`src/rtl/seg_pkg.sv`:
```
// Shared 7-segment patterns (active-low, bit 6..0 = g..a) and the converter FSM encoding.
package seg_pkg;

  localparam logic [6:0] SEG_0     = 7'b1000000;
  localparam logic [6:0] SEG_1     = 7'b1111001;
  localparam logic [6:0] SEG_2     = 7'b0100100;
  localparam logic [6:0] SEG_3     = 7'b0110000;
  localparam logic [6:0] SEG_4     = 7'b0011001;
  localparam logic [6:0] SEG_5     = 7'b0010010;
  localparam logic [6:0] SEG_6     = 7'b0000010;
  localparam logic [6:0] SEG_7     = 7'b1111000;
  localparam logic [6:0] SEG_8     = 7'b0000000;
  localparam logic [6:0] SEG_9     = 7'b0010000;
  localparam logic [6:0] SEG_BLANK = 7'b1111111;
  localparam logic [6:0] SEG_DASH  = 7'b0111111;

  typedef enum logic [1:0] {
    ST_IDLE  = 2'd0,
    ST_SHIFT = 2'd1,
    ST_LATCH = 2'd2
  } state_e;

  // Number of BCD digits needed to hold any in_w-bit unsigned value.
  function automatic int bcd_digits(input int in_w);
    return (in_w * 3) / 10 + 1;
  endfunction

endpackage

```
`src/rtl/seg7_decode.sv`:
```
// Combinational BCD digit to active-low 7-segment pattern; codes 10-15 show blank.
module seg7_decode
  import seg_pkg::*;
(
  input  logic [3:0] bcd_i,
  output logic [6:0] seg_o
);

  always_comb begin
    seg_o = SEG_BLANK;
    case (bcd_i)
      4'd0:    seg_o = SEG_0;
      4'd1:    seg_o = SEG_1;
      4'd2:    seg_o = SEG_2;
      4'd3:    seg_o = SEG_3;
      4'd4:    seg_o = SEG_4;
      4'd5:    seg_o = SEG_5;
      4'd6:    seg_o = SEG_6;
      4'd7:    seg_o = SEG_7;
      4'd8:    seg_o = SEG_8;
      4'd9:    seg_o = SEG_9;
      default: seg_o = SEG_BLANK;
    endcase
  end

endmodule

```
`src/rtl/speed_bcd_display.sv`:
```
// Sequential double-dabble binary-to-BCD converter driving a multi-digit 7-segment display.
// Valid/ready is not used: a new conversion starts whenever speed differs from the last converted value.
module speed_bcd_display
  import seg_pkg::*;
#(
  parameter int IN_W     = 16,
  parameter int DIGITS   = 4,
  parameter int BLANK_LZ = 1
) (
  input  logic                  clk,
  input  logic                  rst,
  input  logic [IN_W-1:0]       speed,
  output logic [7*DIGITS-1:0]   seg,
  output logic                  busy,
  output logic                  ovf,
  output state_e                dbg_state
);

  localparam int NB = bcd_digits(IN_W);
  localparam int BW = 4 * NB;
  localparam int CW = $clog2(IN_W + 1);

  state_e                    state_q, state_d;
  logic                      busy_q, busy_d;
  logic                      ovf_q, ovf_d;
  logic [DIGITS-1:0][6:0]    seg_q, seg_d;
  logic [IN_W-1:0]           last_q, last_d;
  logic [IN_W-1:0]           sh_q, sh_d;
  logic [BW-1:0]             bcd_q, bcd_d;
  logic [CW-1:0]             cnt_q, cnt_d;

  logic [BW-1:0]             bcd_adj;
  logic [DIGITS-1:0][3:0]    nib;
  logic [DIGITS-1:0][6:0]    dec_seg;
  logic [DIGITS-1:0][6:0]    disp;
  logic [DIGITS-1:0][6:0]    seg_rst;
  logic                      hi_nz;
  logic                      seen;

  // Display digits beyond the BCD register width read as zero.
  for (genvar k = 0; k < DIGITS; k++) begin : g_digit
    if (k < NB) begin : g_real
      assign nib[k] = bcd_q[4*k +: 4];
    end else begin : g_zero
      assign nib[k] = 4'd0;
    end
    seg7_decode u_dec (
      .bcd_i (nib[k]),
      .seg_o (dec_seg[k])
    );
    assign seg_rst[k] = (k == 0 || BLANK_LZ == 0) ? SEG_0 : SEG_BLANK;
  end

  always_comb begin
    bcd_adj = bcd_q;
    for (int i = 0; i < NB; i++) begin
      if (bcd_q[4*i +: 4] >= 4'd5) bcd_adj[4*i +: 4] = bcd_q[4*i +: 4] + 4'd3;
    end
  end

  // Any nonzero BCD digit that has no display position means overflow.
  always_comb begin
    hi_nz = 1'b0;
    for (int i = DIGITS; i < NB; i++) begin
      if (bcd_q[4*i +: 4] != 4'd0) hi_nz = 1'b1;
    end
  end

  always_comb begin
    seen = 1'b0;
    disp = '0;
    for (int k = DIGITS - 1; k >= 0; k--) begin
      if (nib[k] != 4'd0) seen = 1'b1;
      if (hi_nz)                                   disp[k] = SEG_DASH;
      else if (BLANK_LZ != 0 && !seen && k != 0)   disp[k] = SEG_BLANK;
      else                                         disp[k] = dec_seg[k];
    end
  end

  always_comb begin
    state_d = state_q;
    ovf_d   = ovf_q;
    seg_d   = seg_q;
    last_d  = last_q;
    sh_d    = sh_q;
    bcd_d   = bcd_q;
    cnt_d   = cnt_q;
    case (state_q)
      ST_IDLE: begin
        if (speed != last_q) begin
          sh_d    = speed;
          last_d  = speed;
          bcd_d   = '0;
          cnt_d   = CW'(IN_W);
          state_d = ST_SHIFT;
        end
      end
      ST_SHIFT: begin
        bcd_d = {bcd_adj[BW-2:0], sh_q[IN_W-1]};
        sh_d  = {sh_q[IN_W-2:0], 1'b0};
        cnt_d = cnt_q - CW'(1);
        if (cnt_q == CW'(1)) state_d = ST_LATCH;
      end
      ST_LATCH: begin
        seg_d   = disp;
        ovf_d   = hi_nz;
        state_d = ST_IDLE;
      end
      default: state_d = ST_IDLE;
    endcase
    busy_d = (state_d != ST_IDLE);
  end

  always_ff @(posedge clk) begin
    if (rst) begin
      state_q <= ST_IDLE;
      busy_q  <= 1'b0;
      ovf_q   <= 1'b0;
      seg_q   <= seg_rst;
      last_q  <= '0;
      sh_q    <= '0;
      bcd_q   <= '0;
      cnt_q   <= '0;
    end else begin
      state_q <= state_d;
      busy_q  <= busy_d;
      ovf_q   <= ovf_d;
      seg_q   <= seg_d;
      last_q  <= last_d;
      sh_q    <= sh_d;
      bcd_q   <= bcd_d;
      cnt_q   <= cnt_d;
    end
  end

  assign seg       = seg_q;
  assign busy      = busy_q;
  assign ovf       = ovf_q;
  assign dbg_state = state_q;

endmodule

```
`config.mk`:
```
export PLATFORM = sky130hd
export DESIGN_NAME = speed_bcd_display
export DESIGN_NICKNAME = d
export VERILOG_FILES = /design/src/rtl/seg_pkg.sv /design/src/rtl/seg7_decode.sv /design/src/rtl/speed_bcd_display.sv
export SDC_FILE = /design/constraint.sdc
export NUM_CORES = 1
export LEC_CHECK = 0
export CAP_MARGIN = 20
export CORE_MARGIN = 3
export CORE_UTILIZATION = 53
export DETAILED_ROUTE_END_ITERATION = 16
export GPL_TIMING_DRIVEN = 0
export PLACE_DENSITY = 0.76
export SLEW_MARGIN = 20
export SYNTH_ARGS = -nofsm -noshare
export SYNTH_HDL_FRONTEND = slang
export SYNTH_SLANG_ARGS = --single-unit
```
`constraint.sdc`:
```
create_clock -name clk -period 8.06 [get_ports clk]
set_clock_uncertainty 0.1 [all_clocks]
set_input_delay 1.612 -clock clk [delete_from_list [all_inputs] [get_ports clk]]
set_output_delay 1.612 -clock clk [all_outputs]
set_load 0.01 [all_outputs]
```
==> impl_metrics.tcl <==
set metrics [dict create \
    ant_nets 0 \
    drt-total-wl_mm 15.43 \
    status "completed" \
    cp_data_required_time_ns 8.36 \
    report.final.slew_viol_count 0 \
    cts.clk_slew.worst_paths_ns 0.06 \
    start_kind "primary input" \
    tns_ns 0 \
    synth_xor_area_share_pct 3.824 \
    r2r_start "dbg_state[1]" \
    cts.path.max_buffers 2 \
    drc 0 \
    rr_endpoint "g_digit[2].u_dec.seg_o[6]" \
    initial_utilization_pct 54.69 \
    die_w_um 112.0 \
    period_share_pct 51.99 \
    leakage_nw 2.823 \
    htree_levels 4 \
    syn-num-nets 751 \
    cts_root_buffer "clkbuf_8" \
    hpwl_mm 10.98 \
    hold_violations 0 \
    drt-initial-drc-count 455 \
    synth-main-ff-cell "dfxtp_1" \
    dp.cells 887 \
    post_drt_wl_per_cell_um 16.79 \
    core.rowCount 38 \
    reg2reg_slack_ns 4.64 \
    synthSimpleGateAreaFrac_pct 19.86 \
    holdPathStages 2 \
    min_to "seg[9]" \
    yosysUniqueCellTypes 68 \
    ctsHoldBuffers 0 \
    synthCells 699 \
    clkLatencyLatePin_ns 0.54 \
    cts_resized 0 \
    grt_pass1_vias 5205 \
    clock-sinks 117 \
    yosysSeqAreaShare_pct 39.34 \
    period_needed_ns 4.190 \
    cts_tree "done" \
    synth_edf_count 0 \
    synth_mux_area_share_pct 0.5253 \
    slew_headroom_pct 41.23 \
    via_count 5324 \
    synthTopCellsByCount "dfxtp_1, nand2_1, a21oi_1, nor2_1, ha_1" \
    io_pins 50 \
    setup_viol 0 \
    ys_seq_elements 117 \
    final_cells 919 \
    gr-total-overflow 0 \
    utilization_pct 66.18 \
    nFillCells 888 \
    gp_congestion 0.9262 \
    drive_gt1_share_pct 9.884 \
    avgViaCountPerCell 5.793 \
    cts_made_buffers 17 \
    r2r_cells 10 \
    hold_class "flop to flop" \
    core-area_um2 10890 \
    firstDrtPassIters 8 \
    yosysMostFrequentCell "dfxtp_1" \
    post_cts_buffers 0 \
    diodes 0 \
    path_max_fanout 10 \
    avgSynthCellArea_um2 8.519 \
    grt_pass1_wl_mm 25.02 \
    yosys.area_share.adder_pct 7.144 \
    crit_type "primary input to flop" \
    antenna_found_initial 0 \
    syn_area_um2 5954 \
    synth.area.top_cells "dfxtp_1, ha_1, nand2_1, a21oi_1, nor2_1" \
    async_reset_ff_share_pct 0 \
    ys_warn_count 0 \
    end_kind "flop" \
    max-vdd-ir-drop_mv 0.2017 \
    design.die.area_um2 12540 \
    cp.arrival_ns 4.49 \
    synth_top_area_cell "dfxtp_1" \
    grt_max_degree 17 \
    p_per_area_nw_per_um2 207.0 \
    worstMarginPinSlew_ns 0.8693 \
    portBuffers 48 \
    synth.top_cell.area_share_pct 39.34 \
    fmax_ghz 0.2387 \
    p_total_mw 1.491 \
    drv_cap 0 \
    track_usage_pct 24.99 \
    rsz0062_at_grt "no" \
    synth_top_family_by_area "compound AO/OA/AOI/OAI gates" \
    syn2layout_area_growth_pct 21.01 \
    synth_compound_area_share_pct 24.00 \
    final_net_count 818 \
    die_y_um 112.0 \
    holdCritStartpoint "g_digit[1].u_dec.seg_o[2]" \
]
==> worst max-delay path by stage <==
stage	startpoint	to	cells after the start
6_report	speed[7]	g_digit[3].u_dec.seg_o[4]	12
5_1_grt	speed[7]	g_digit[3].u_dec.seg_o[4]	12
4_1_cts	speed[7]	g_digit[3].u_dec.seg_o[4]	12
3_5_place_dp	speed[7]	g_digit[3].u_dec.seg_o[4]	12
3_3_place_gp	speed[7]	g_digit[3].u_dec.seg_o[4]	12
2_1_floorplan	speed[9]	g_digit[3].u_dec.seg_o[6]	11
==> cells by family (layout without fill, tap and decap cells) <==
group	Yosys count	in the layout
adders and majority gates	34	34
xor gates and xnor gates	26	26
muxes	3	3
AOI/OAI and AO/OA	202	202
and+or+nand+nor	244	244
buffers and inverters	73	153
DFF	117	117
==> cell usage in the layout (no fill, tap or decap), types with 14 or more instances in the layout <==
master and count:
dfxtp_1 117, nand2_1 103, a21oi_1 65, nor2_1 60
clkdlybuf4s50_1 48, ha_1 34, inv_1 31, nand2b_1 27
clkbuf_1 26, o22ai_1 25, xor2_1 19, o21ai_0 18
clkbuf_16 16, a311oi_1 14
==> final cells by class <==
class	instances	area (um2)	share of cell area [%]
Buffer	40	192.7	2.674
Clock buffer	24	500.5	6.946
Clock inverter	8	95.09	1.320
Inverter	33	123.9	1.719
Multi-Input combinational cell	509	3296	45.74
Sequential cell	117	2342	32.51
Tap cell	140	175.2	2.431
Timing Repair Buffer	48	480.5	6.668
==> power breakdown <==
group          internal (mW)  switching [mW]  total [mW]  leakage, nW
combinational         0.0471          0.0854       0.133         1.58
clock                  0.487           0.261       0.748        0.293
sequential             0.598          0.0124       0.611        0.952
==> stage by stage <==
step	setup slack [ns]	hold WS, ns	area [um2]
finish	3.870	0.3485	7206
global route	3.719	0.3568	7206
CTS	3.916	0.3492	7206
detailed placement	3.377	0.3358	6610
global placement	3.424	0.3245	6610
floorplan	4.376	0.3218	5954
==> critical path, cell delays in order <==
cell	delay (ns)
clkdlybuf4s50_1	0.48
xor2_1	0.20
nor4_4	0.39
and4_1	0.32
a21o_2	0.29
buf_2	0.29
nand2_1	0.12
a21oi_1	0.22
ha_1	0.23
inv_1	0.05
a22oi_1	0.17
a21oi_1	0.11
==> state kept, by name (all words and copies together) (netlist names) <==
name and count:
seg 28, bcd_q 20, cnt_q 5, dbg_state 2
ovf 1, busy 1, sh_q 16, last_q 16
g_digit.u_dec.seg_o 28
==> layer usage <==
| metal | wire length, um | global-route usage [%] |
|---|---|---|
| met3 | 1101 | 6.848 |
| met4 | 496 | 12.26 |
| met1 | 6562 | 29.79 |
| met2 | 7266 | 41.57 |
| met5 | 0 | 0 |
(Power assumes the default switching activity.)
